## config.mk

```make
export PLATFORM = sky130hd
export DESIGN_NAME = wb_stage_ext
export DESIGN_NICKNAME = d
export VERILOG_FILES = /design/src/rtl/wb_stage_ext.sv
export SDC_FILE = /design/constraint.sdc
export NUM_CORES = 1
export LEC_CHECK = 0
export CAP_MARGIN = 20
export CORE_MARGIN = 3
export CORE_UTILIZATION = 30
export DETAILED_ROUTE_END_ITERATION = 6
export MAX_ROUTING_LAYER = met4
export PLACE_DENSITY = 0.52
export SLEW_MARGIN = 20
export SYNTH_ARGS = -nofsm -noshare
export SYNTH_HDL_FRONTEND = slang
export SYNTH_SLANG_ARGS = --single-unit
```

## constraint.sdc

```tcl
create_clock -name clk -period 2.4 [get_ports clk]
set_input_delay 0.48 -clock clk [delete_from_list [all_inputs] [get_ports clk]]
set_output_delay 0.48 -clock clk [all_outputs]
set_load 0.05 [all_outputs]
```

## src/rtl/wb_stage_ext.sv

```systemverilog
// Writeback stage: MEM/WB pipeline register, load alignment/extension,
// misaligned-load detection and four-way writeback select.
module wb_stage_ext #(
   parameter int DATA_W           = 32,
   parameter int REG_ADDR_W       = 5,
   parameter int ZERO_REG_PROTECT = 1
) (
   input  logic                  clk,
   input  logic                  reset_n,
   input  logic                  stall_i,
   input  logic                  flush_i,
   input  logic                  valid_i,
   input  logic                  reg_write_i,
   input  logic [1:0]            wb_sel_i,
   input  logic [2:0]            load_type_i,
   input  logic [REG_ADDR_W-1:0] dest_i,
   input  logic [DATA_W-1:0]     alu_i,
   input  logic [DATA_W-1:0]     mem_i,
   input  logic [DATA_W-1:0]     link_i,
   input  logic [DATA_W-1:0]     imm_i,
   output logic                  reg_we_o,
   output logic [REG_ADDR_W-1:0] reg_waddr_o,
   output logic [DATA_W-1:0]     reg_wdata_o,
   output logic                  misalign_o,
   output logic                  valid_o
);

   localparam int OFF_W = (DATA_W == 64) ? 3 : 2;

   typedef enum logic [1:0] {
      SEL_ALU  = 2'd0,
      SEL_MEM  = 2'd1,
      SEL_LINK = 2'd2,
      SEL_IMM  = 2'd3
   } wb_sel_t;

   typedef enum logic [2:0] {
      LD_B  = 3'b000,
      LD_H  = 3'b001,
      LD_W  = 3'b010,
      LD_BU = 3'b100,
      LD_HU = 3'b101
   } ld_t;

   logic                  valid_q;
   logic                  reg_write_q;
   logic [1:0]            wb_sel_q;
   logic [2:0]            load_type_q;
   logic [REG_ADDR_W-1:0] dest_q;
   logic [DATA_W-1:0]     alu_q;
   logic [DATA_W-1:0]     mem_q;
   logic [DATA_W-1:0]     link_q;
   logic [DATA_W-1:0]     imm_q;

   always_ff @(posedge clk) begin
      if (!reset_n) begin
         valid_q     <= 1'b0;
         reg_write_q <= 1'b0;
         wb_sel_q    <= '0;
         load_type_q <= '0;
         dest_q      <= '0;
         alu_q       <= '0;
         mem_q       <= '0;
         link_q      <= '0;
         imm_q       <= '0;
      end else if (flush_i) begin
         valid_q     <= 1'b0;
      end else if (!stall_i) begin
         valid_q     <= valid_i;
         reg_write_q <= reg_write_i;
         wb_sel_q    <= wb_sel_i;
         load_type_q <= load_type_i;
         dest_q      <= dest_i;
         alu_q       <= alu_i;
         mem_q       <= mem_i;
         link_q      <= link_i;
         imm_q       <= imm_i;
      end
   end

   logic [OFF_W-1:0]  off;
   logic [7:0]        byte_v;
   logic [15:0]       half_v;
   logic [31:0]       word_v;
   logic [DATA_W-1:0] load_data;
   logic              is_half;
   logic              is_word;
   logic              misaligned;
   logic              zero_block;

   assign off = alu_q[OFF_W-1:0];

   // Lanes are taken by shifting the whole word down, so offsets that run
   // past the top (only possible on misaligned loads) read zeros, never X.
   always_comb begin
      byte_v = 8'(mem_q >> {off, 3'b000});
      half_v = 16'(mem_q >> {off, 3'b000});
      if (DATA_W == 64) word_v = 32'(mem_q >> {off[OFF_W-1], 5'b00000});
      else              word_v = 32'(mem_q);
      is_half   = 1'b0;
      is_word   = 1'b0;
      load_data = '0;
      case (load_type_q)
         LD_B:  load_data = DATA_W'($signed(byte_v));
         LD_BU: load_data = DATA_W'(byte_v);
         LD_H: begin
            is_half   = 1'b1;
            load_data = DATA_W'($signed(half_v));
         end
         LD_HU: begin
            is_half   = 1'b1;
            load_data = DATA_W'(half_v);
         end
         default: begin
            is_word   = 1'b1;
            load_data = DATA_W'($signed(word_v));
         end
      endcase
   end

   always_comb begin
      misaligned  = (is_half & off[0]) | (is_word & (off[1:0] != 2'b00));
      misalign_o  = valid_q & reg_write_q & (wb_sel_q == SEL_MEM) & misaligned;
      zero_block  = (ZERO_REG_PROTECT != 0) && (dest_q == '0);
      reg_we_o    = valid_q & reg_write_q & ~misalign_o & ~zero_block;
      reg_waddr_o = dest_q;
      valid_o     = valid_q;
      case (wb_sel_q)
         SEL_ALU:  reg_wdata_o = alu_q;
         SEL_MEM:  reg_wdata_o = load_data;
         SEL_LINK: reg_wdata_o = link_q;
         default:  reg_wdata_o = imm_q;
      endcase
   end

endmodule

```

==> impl_summary.md <==
Power
The maximum VDD drop is 0.000403 V. The fraction of power spent switching nets is 27.2%. The internal portion of total power is 4.84 mW. The leakage power summed over all cells is 3.76 nW. For this design the total switching power over the nets is 1.80 mW. The portion of total power attributed to combinational logic is 20.6%. The fraction of power consumed by sequential logic is 37.9%.

The total power density per cell area is 622 nW/µm². The share of total power dissipated in the clock network is 41.5%.

STA
Setup repair after global routing could not meet its margin everywhere. At the pin with the least slew margin, the transition time is 576 ps. The number of hold-slack violations in the final timing report is 0. Clock skew on the completed layout was measured at 0 ps. The final count of pins violating max slew is 0. The maximum operating frequency is 367 MHz. The final critical delay including setup and external delays is 2720 ps. The least setup slack across all paths after layout is -324 ps.

The final hold slack is 460 ps. Setup violations remaining at the end of the flow were counted as 31. Dividing the final minimum period by the clock period gives 113%.

The worst pin sits at a relative slew slack of 61.6%.

Worst setup path
The required time of the critical path is 1920 ps. The critical path class is register to output port. Of all nets on the critical path, the largest fanout is 6. For this design, the slowest cell found on the critical path is sky130_fd_sc_hd__dfxtp_4. Data arrives at the worst endpoint at 2240 ps. The critical path goes through buf_4, mux2i_2, o32a_1, a2111oi_4, buf_4, buf_6, or2_4, buf_12. The critical path's largest stage delay is 360 ps. The number of buffer and inverter stages on the critical path is 4. The kind of start point of the critical path is a register. STA classifies the critical path endpoint as an output port.

Among the stages of the critical path, the cell type that occurs most often is sky130_fd_sc_hd__buf_4. The cell class contributing the biggest share of worst-path delay is buffers and inverters.

Worst hold path
In this run the worst hold path is classified as register to register.

Placed design
The congestion estimate from routability-driven global placement came to 0.805. The sum of net half-perimeters after detailed placement is 16,000 µm. Input and output buffers added on the ports amount to 183. In this run, placement finished with an instance count of 1,271.

Finish
The fill cell total of the finished layout is 2,121. The share of layout cells above drive strength 1 is 19.1%. The sequential cells in the finished layout cover a total of 2820 µm². In the final layout, the multi-input gates occupy 4120 µm².

The count of cells in the finished layout, fillers not included, comes to 1,323. From synthesis to final layout, the design area changed by 57.4%. The number of antenna repair diodes is 0. The final layout contains 1,174 nets.

Route
The length of the first detailed-routing pass in iterations is 6. The detailed router's first-iteration violation count is 350. The routed design has 23,200 µm of wire.

The detail route stage leaves a number of antenna-violating nets equal to 0. Detailed routing inserted a total of 6,378 vias. The final routed wire length divided by cell count is 17.5 µm. The post-detailed-route DRC marker count is 0. The number of vias per cell is 4.82.

Yosys
The synthesized flop and latch total is 140. The mapped netlist covers 6790 µm². The largest total area in the synthesized netlist belongs to sky130_fd_sc_hd__dfxtp_1.

The number of library cell types mapped by synthesis is 37. Summing the sequential cell areas from Yosys gives 41.3% of the chip area. In the post-synthesis netlist, the biggest area contributors are sky130_fd_sc_hd__dfxtp_1 41%, sky130_fd_sc_hd__nand2_1 16%, sky130_fd_sc_hd__a21boi_0 15%, sky130_fd_sc_hd__mux2i_1 6.5%, sky130_fd_sc_hd__a221oi_1 4.0%. The share of the synthesized area in the top cell type is 41.3%. Dividing the synthesized area by the synthesized cell count gives 8.02 µm². The yosys synthesis warning count is 0. Synthesis handed over a netlist of 846 instances. The number of nets handed over by synthesis was 990.

Global route
Entering global routing, the biggest net connects 63 pins. For this run, the total global-route usage over all layers was measured as 19.3%. The number of antenna violations at the first check in global routing is 0. The total congestion overflow is 0.

The via count of the first global-routing pass is 6,222. The first-pass GRT wire length is 35,700 µm.

Run status
The final reports fail on negative setup slack. The run finished, with violations left.

Floorplan
For this design the top-level I/O count stands at 184. The core region is 22,000 µm². The floorplan step set the die height to 156 µm.

The initial cell density of the core is 30.8%. The floorplan has 54 rows. The area of the die is 24,500 µm². The die extent in x is 156 µm.

Job
The count of maximum capacitance violations is 0.

Clock network
The root buffer cell is sky130_fd_sc_hd__clkbuf_16. The clock-pin slew on the worst setup and hold paths is 60 ps. The clock reaches the later pin of the worst-skew pair after 410 ps. The number of buffers created by CTS is 17. The TritonCTS sink count is 140. The maximum root-to-sink buffer count is 2. TritonCTS built the clock tree. In this run the number of H-tree levels came out at 4.
==> registers in the layout, summed over array words and instances, names as in the netlist <==
name and cells:
load_type_q 3, alu_q 32, reg_waddr_o 5, link_q 32
mem_q 32, reg_write_q 1, imm_q 32, valid_o 1
wb_sel_q 2
==> routing by layer <==
metal	GRT usage (%)	wire, µm	part of all wire, %	vias up
met5	-	0	0	-
met4	4.09	201	0.87	0
met3	3.46	1030	4.4	11
met2	28.4	10500	45	184
met1	27.6	11500	49	2937
li1	-	-	-	3246
==> Yosys cell counts, drive strengths merged <==
cell / number
mux2i: 44
o22a: 8
a22oi: 8
nor4: 1
nand3b: 7
or2: 22
a31oi: 1
nor3b: 1
o21ai: 9
a221oi: 31
nor2b: 1
o221ai: 2
inv: 5
nand2: 290
and2: 2
nor4bb: 1
buf: 15
or4: 1
a2111oi: 1
o2bb2ai: 1
xor2: 1
dfxtp: 140
clkbuf: 60
a211oi: 3
mux4: 1
nand2b: 2
mux2: 6
o32a: 1
a21oi: 20
a21boi: 139
nor3: 5
nor2: 17
==> layout by cell type (no fill, tap or decap), types with 17 or more instances in the layout <==
master / instances
sky130_fd_sc_hd__a21boi_0: 139
sky130_fd_sc_hd__a21oi_1: 19
sky130_fd_sc_hd__buf_12: 35
sky130_fd_sc_hd__buf_4: 36
sky130_fd_sc_hd__buf_6: 17
sky130_fd_sc_hd__clkbuf_16: 19
sky130_fd_sc_hd__clkdlybuf4s50_1: 148
sky130_fd_sc_hd__dfxtp_1: 132
sky130_fd_sc_hd__mux2i_1: 40
sky130_fd_sc_hd__nand2_1: 290
sky130_fd_sc_hd__or2_4: 21
==> worst min-delay path: stages, from the launching register on <==
cell                       delay [ps]
sky130_fd_sc_hd__dfxtp_1          310
sky130_fd_sc_hd__nand2_1           40
sky130_fd_sc_hd__a21boi_0          60
==> path summary, 6_finish.rpt <==
kind / from / end / slack [ps] / depth (start not counted)
min reg2reg: link_q[1] / link_q[1] / 460 / 2
min: link_q[1] / link_q[1] / 460 / 2
max reg2reg: load_type_q[1] / load_type_q[1] / 1250 / 4
max: alu_q[0] / reg_wdata_o[22] / -320 / 8
==> repair_timing <==
| item | CTS | global route |
|---|---|---|
| gates cloned | 2 | 2 |
| resized for setup | 68 | 24 |
| pin swaps | 26 | 21 |
| hold endpoints to repair | 0 | 0 |
| hold buffers | 0 | 0 |
| endpoints found under the setup margin | 33 | 33 |
| setup buffers | 12 | 5 |
==> power by group through the flow <==
| stage | registers [mW] | logic (mW) | clock network [mW] |
|---|---|---|---|
| 2_1_floorplan | 2.55 | 0.626 | 0 |
| 3_3_place_gp | 2.56 | 1.24 | 0 |
| 3_5_place_dp | 2.56 | 1.24 | 0 |
| 4_1_cts | 2.51 | 1.35 | 2.82 |
| 5_1_grt | 2.53 | 1.46 | 2.94 |
| 6_report | 2.52 | 1.37 | 2.76 |
==> layout make-up <==
class | count | area share, %
Clock buffer | 20 | 4.28
Clock inverter | 12 | 1.49
Inverter | 5 | 0.176
Multi-Input combinational cell | 626 | 38.6
Sequential cell | 140 | 26.4
Tap cell | 280 | 3.28
Timing Repair Buffer | 240 | 25.8
==> per-stage QoR <==
step / power [mW] / instance area (µm²) / setup TNS [ps] / utilization, % / worst slack [ps]
2_1_floorplan: 3.17 / 6910 / -2020 / - / -386
3_3_place_gp: 3.80 / 9420 / 0 / 42.8 / 72.9
3_5_place_dp: 3.80 / 9420 / 0 / 42.8 / 47.6
4_1_cts: 6.68 / 10500 / -8350 / 47.7 / -343
5_1_grt: 6.93 / 10700 / -10980 / 48.5 / -396
6_report: 6.64 / 10700 / -8710 / 48.5 / -324
==> kinds of logic after synthesis <==
kind of cell | synth area share, %
xor gates and xnor gates | 0.129
muxes | 7.82
and+or+nand+nor | 21.1
AOI/OAI and AO/OA | 24.9
buffers and inverters | 4.81
DFF | 41.3
Power figures use the tool's default switching activity.
